## src/rtl/tbs_uart_rx.sv

```systemverilog
// UART 8N1 receiver (8E1 when UART_RX_PARITY_EN is defined) feeding a byte-wide valid/ready sink.
// Latency: valid_o rises one clock after the stop-bit sample; rx_i adds SYNC_STAGES clocks of sync delay.
// Backpressure: one-byte holding register; a byte completing while it is full and not drained is dropped with overrun_o.
module tbs_uart_rx #(
    parameter int CLKS_PER_BIT = 87,
    parameter int SYNC_STAGES  = 2
) (
    input  logic       clock_i,
    input  logic       reset_i,
    input  logic       rx_i,
    output logic [7:0] data_o,
    output logic       valid_o,
    input  logic       ready_i,
    output logic       busy_o,
    output logic       frame_err_o,
    output logic       overrun_o,
    output logic       parity_err_o
);

    localparam int CW = $clog2(CLKS_PER_BIT);
    localparam logic [CW-1:0] C_HALF = CW'(CLKS_PER_BIT / 2);
    localparam logic [CW-1:0] C_LAST = CW'(CLKS_PER_BIT - 1);

    localparam logic [2:0] S_IDLE   = 3'd0;
    localparam logic [2:0] S_START  = 3'd1;
    localparam logic [2:0] S_DATA   = 3'd2;
    localparam logic [2:0] S_STOP   = 3'd3;
    localparam logic [2:0] S_WAIT   = 3'd4;
`ifdef UART_RX_PARITY_EN
    localparam logic [2:0] S_PARITY = 3'd5;
`endif

    logic [SYNC_STAGES-1:0] r_sync;
    logic                   r_rx_prev;
    logic [2:0]             r_state;
    logic [CW-1:0]          r_baud;
    logic [2:0]             r_bit_cnt;
    logic [7:0]             r_shift;
    logic [7:0]             r_data;
    logic                   r_valid;
    logic                   r_frame_err;
    logic                   r_overrun;
`ifdef UART_RX_PARITY_EN
    logic                   r_par_bit;
    logic                   r_parity_err;
`endif

    logic w_rx_s;
    logic w_baud_last;
    logic w_stop_sample;
    logic w_par_bad;
    logic w_complete;

    assign w_rx_s        = r_sync[SYNC_STAGES-1];
    assign w_baud_last   = (r_baud == C_LAST);
    assign w_stop_sample = (r_state == S_STOP) && w_baud_last;
`ifdef UART_RX_PARITY_EN
    // Even parity: XOR over data bits plus the received parity bit must be 0.
    assign w_par_bad     = ^{r_shift, r_par_bit};
`else
    assign w_par_bad     = 1'b0;
`endif
    // A byte is delivered only with a good stop bit and (if enabled) good parity.
    assign w_complete    = w_stop_sample && w_rx_s && !w_par_bad;

    // Metastability synchronizer plus one delayed copy for falling-edge detection; idle-high reset.
    always_ff @(posedge clock_i or posedge reset_i) begin
        if (reset_i) begin
            r_sync    <= '1;
            r_rx_prev <= 1'b1;
        end else begin
            r_sync    <= {r_sync[SYNC_STAGES-2:0], rx_i};
            r_rx_prev <= w_rx_s;
        end
    end

    // Frame state machine: start qualification at half bit, then one sample per bit centre.
    always_ff @(posedge clock_i or posedge reset_i) begin
        if (reset_i) begin
            r_state   <= S_IDLE;
            r_baud    <= '0;
            r_bit_cnt <= 3'd0;
            r_shift   <= 8'h00;
`ifdef UART_RX_PARITY_EN
            r_par_bit <= 1'b0;
`endif
        end else begin
            case (r_state)
                S_IDLE: begin
                    r_baud    <= '0;
                    r_bit_cnt <= 3'd0;
                    if (r_rx_prev && !w_rx_s) begin
                        r_state <= S_START;
                    end
                end
                S_START: begin
                    if (r_baud == C_HALF) begin
                        // Restart the count here so every later sample lands one full bit later.
                        r_baud  <= '0;
                        r_state <= w_rx_s ? S_IDLE : S_DATA;
                    end else begin
                        r_baud <= r_baud + 1'b1;
                    end
                end
                S_DATA: begin
                    if (w_baud_last) begin
                        r_baud    <= '0;
                        r_shift   <= {w_rx_s, r_shift[7:1]};
                        r_bit_cnt <= r_bit_cnt + 3'd1;
                        if (r_bit_cnt == 3'd7) begin
`ifdef UART_RX_PARITY_EN
                            r_state <= S_PARITY;
`else
                            r_state <= S_STOP;
`endif
                        end
                    end else begin
                        r_baud <= r_baud + 1'b1;
                    end
                end
`ifdef UART_RX_PARITY_EN
                S_PARITY: begin
                    if (w_baud_last) begin
                        r_baud    <= '0;
                        r_par_bit <= w_rx_s;
                        r_state   <= S_STOP;
                    end else begin
                        r_baud <= r_baud + 1'b1;
                    end
                end
`endif
                S_STOP: begin
                    if (w_baud_last) begin
                        // Leaving at the stop-bit centre lets a start bit be caught in its second half.
                        r_baud  <= '0;
                        r_state <= w_rx_s ? S_IDLE : S_WAIT;
                    end else begin
                        r_baud <= r_baud + 1'b1;
                    end
                end
                S_WAIT: begin
                    // Hold off through a break until the line returns high.
                    if (w_rx_s) begin
                        r_state <= S_IDLE;
                    end
                end
                default: begin
                    r_state <= S_IDLE;
                end
            endcase
        end
    end

    // Holding register, handshake and one-cycle error pulses.
    always_ff @(posedge clock_i or posedge reset_i) begin
        if (reset_i) begin
            r_data      <= 8'h00;
            r_valid     <= 1'b0;
            r_frame_err <= 1'b0;
            r_overrun   <= 1'b0;
        end else begin
            r_frame_err <= w_stop_sample && !w_rx_s;
            r_overrun   <= w_complete && r_valid && !ready_i;
            if (w_complete && (!r_valid || ready_i)) begin
                r_data  <= r_shift;
                r_valid <= 1'b1;
            end else if (r_valid && ready_i) begin
                r_valid <= 1'b0;
            end
        end
    end

`ifdef UART_RX_PARITY_EN
    // Parity mismatch pulse, reported alongside the stop-bit sample.
    always_ff @(posedge clock_i or posedge reset_i) begin
        if (reset_i) begin
            r_parity_err <= 1'b0;
        end else begin
            r_parity_err <= w_stop_sample && w_par_bad;
        end
    end
    assign parity_err_o = r_parity_err;
`else
    assign parity_err_o = 1'b0;
`endif

    assign data_o      = r_data;
    assign valid_o     = r_valid;
    assign busy_o      = (r_state != S_IDLE);
    assign frame_err_o = r_frame_err;
    assign overrun_o   = r_overrun;

endmodule

```

## config.mk

```make
export PLATFORM = sky130hd
export DESIGN_NAME = tbs_uart_rx
export DESIGN_NICKNAME = d
export VERILOG_FILES = /design/src/rtl/tbs_uart_rx.sv
export SDC_FILE = /design/constraint.sdc
export NUM_CORES = 1
export LEC_CHECK = 0
export CORE_MARGIN = 2
export CORE_UTILIZATION = 42
export CTS_BUF_LIST = sky130_fd_sc_hd__clkbuf_8 sky130_fd_sc_hd__clkbuf_16
export DETAILED_ROUTE_END_ITERATION = 16
export PLACE_DENSITY = 0.61
export SLEW_MARGIN = 0
export SYNTH_ARGS = -nofsm -noshare
export SYNTH_HDL_FRONTEND = slang
export SYNTH_SLANG_ARGS = --single-unit
export TNS_END_PERCENT = 20
```

## constraint.sdc

```tcl
create_clock -name clock_i -period 1.9 [get_ports clock_i]
set_input_delay 0.38 -clock clock_i [delete_from_list [all_inputs] [get_ports clock_i]]
set_output_delay 0.38 -clock clock_i [all_outputs]
set_load 0.1 [all_outputs]
```

==> results of run 1 <==
[where the power goes]
group | leakage (nW) | internal (mW) | total, mW | switching (mW)
Clock | 0.0581 | 0.390 | 0.655 | 0.265
Sequential | 0.461 | 0.846 | 0.959 | 0.113
Combinational | 0.470 | 0.279 | 0.606 | 0.327
[flip-flops by register name, summed over array words and instances (netlist names)]
name and cells:
r_state 3, valid_o 1, r_rx_prev 1, data_o 8
frame_err_o 1, overrun_o 1, r_baud 7, r_shift 8
r_bit_cnt 3, r_sync 2
[worst max-delay path, stage by stage]
cell and delay (ps):
clkdlybuf4s50_1 500, nor2b_4 50, or4b_4 520, nor2_8 240
mux2_4 320
[layer usage]
| metal | track usage, % | routed length (um) |
|---|---|---|
| met5 | 0 | 0 |
| met2 | 23.7 | 1330 |
| met3 | 5.28 | 135 |
| met4 | 6.38 | 24 |
| met1 | 19.4 | 1270 |
[layout make-up]
| class | count | area, um^2 |
|---|---|---|
| fillers | 338 | 1700 |
| flip-flops and latches | 35 | 883 |
| multi-input cells | 80 | 677 |
| repair buffers | 23 | 230 |
| clock buffers | 5 | 68.8 |
| well taps | 48 | 60.1 |
| clock inverters | 3 | 43.8 |
| inverters | 7 | 26.3 |
[cell families (layout without fill, tap and decap cells)]
kind of cell,Yosys count,in the layout,synth area share [%]
muxes,17,17,13.7
buffers and inverters,12,38,3.88
adders and majority gates,4,4,3.11
other,1,1,0.233
xor gates and xnor gates,6,6,3.26
and+or+nand+nor,41,41,15.9
DFF,35,35,54.6
AOI/OAI and AO/OA,11,11,5.28
[per-stage QoR]
step / instance area (um^2) / instances
6_report: 1990 / 201
5_1_grt: 1990 / 201
4_1_cts: 1990 / 201
3_5_place_dp: 1880 / 193
3_3_place_gp: 1880 / 193
2_1_floorplan: 1620 / 127
[final timing paths]
kind	startpoint	end	slack (ps)	cells past startpoint
min in group clock_i	r_sync[0]	r_sync[1]	360	0
min	reset_i	r_baud[5]	330	2
min reg2reg	r_sync[0]	r_sync[1]	360	0
max in group asynchronous	reset_i	r_rx_prev	1080	3
max	ready_i	data_o[5]	50	5
max reg2reg	valid_o	data_o[5]	70	4
[cells in the final DEF, fill, tap and decap left out, types with 2 or more instances in the layout]
master	instances
xor2_1	4
dfrtp_1	31
dfstp_2	3
and3_1	2
nand2_1	6
nor2b_1	2
inv_1	7
o221a_2	2
and2_1	2
xnor2_1	2
mux2_2	8
mux2_4	8
clkdlybuf4s50_1	3
nand3_1	4
buf_12	4
nor2_1	10
ha_1	4
nand4_1	3
buf_4	16
clkbuf_8	5
o21ai_0	3
==> run metrics, run 1 <==
Yosys reg bits 35; CP endpoint kind flop; I/O pins 17; WL per Instance roughly 14 um; ys flop type dfrtp_1; Site Rows 22; outcome finished clean; via count between 1000 and 1500; Critical Path Start Type input pin; max-slew violations 0; Num CTS Buffers 5; final worst-path cycle share 97.4%; CTS resizes 0; Mapped Nets between 100 and 150; Detail Route Antenna Nets 0; total power about 2.2 mW; Leakage Power between 0.9 and 1 nW; clock-pin slew on the worst setup and hold paths ~70 ps; iteration-0 DRC count of the detailed router 38; final hold slack 335 ps; Post-Route WL approximately 2.8 mm; maximum number of pins on one net before global-route repair 15; synth top area cells dfrtp_1, mux2_4, mux2_2; post-synthesis cell type count 39; Final Hold Fails 0; first-pass GRT wire length 4.92 mm; ys async rst share between 90% and 100%; diode count 0; final core utilization ~54%; area share of the largest cell type after synthesis about half; HPWL Detailed slightly above 2 mm; TritonCTS clock tree yes; H-tree Lvls 2; share of layout cells above drive strength 1 between 30% and 40%; RSZ-0062 raised after global routing false; Tot GR Track Use between 15 and 20%; f_max 0.541 GHz; CTS Sinks 35; routed vias/inst 5.18; initial antenna violation count 0; Place WS -265 ps; most frequent cells after synthesis dfrtp_1, nor2_1, mux2_2, mux2_4, inv_1; final worst slack between 50 and 60 ps; GP Congestion a little over 0.8; die area roughly 4300 um^2; clk_lat worst skew ~280 ps; Post-synth EDFFs 0; clk buf depth 2; Die X around 66 um; Ys Warns 0; worst endpoint required time ~2100 ps; Post-CTS Hold Buffers 0; skew final approximately 7 ps; Pwr per Cell Area roughly 1100 nW/um^2; area grow syn2layout 23.4%; Final min period roughly 1800 ps; Initial Utilization between 40% and 50%; Post CTS Setup Buffer Count 0; Root Buffer clkbuf_8; synthesized area between 1500 and 2000 um^2; Final Setup Violations 0; grt ovf 0; Residual DRC 0; CP Class in2reg; Total Neg Setup Slack 0 ps; CORE AREA roughly 3700 um^2; WP data arrival between 2000 and 2500 ps; average cell area after synthesis around 13 um^2; vias in the first global route around 1100; Synth Instances between 100 and 150; CP max FO 8; Synth area leader dfrtp_1; cell with the most instances after synthesis dfrtp_1; VDD IR-drop max between 0.5 and 0.6 mV; Buffers on Ports 15; MaxCap Viol Count 0; DRT Pass-1 Iters 4; sequential fraction of the synthesis area between 50% and 60%; die height between 60 and 70 um; Hold Path Class in2async; final net count 160
Power figures use the tool's default switching activity.
==> inputs of run 2 (changes only) <==
Settings changed: SKIP_CTS_REPAIR_TIMING set to 1.
==> results of run 2 <==
Same layout as run 1: the final DEF is identical, and so are final timing and power.
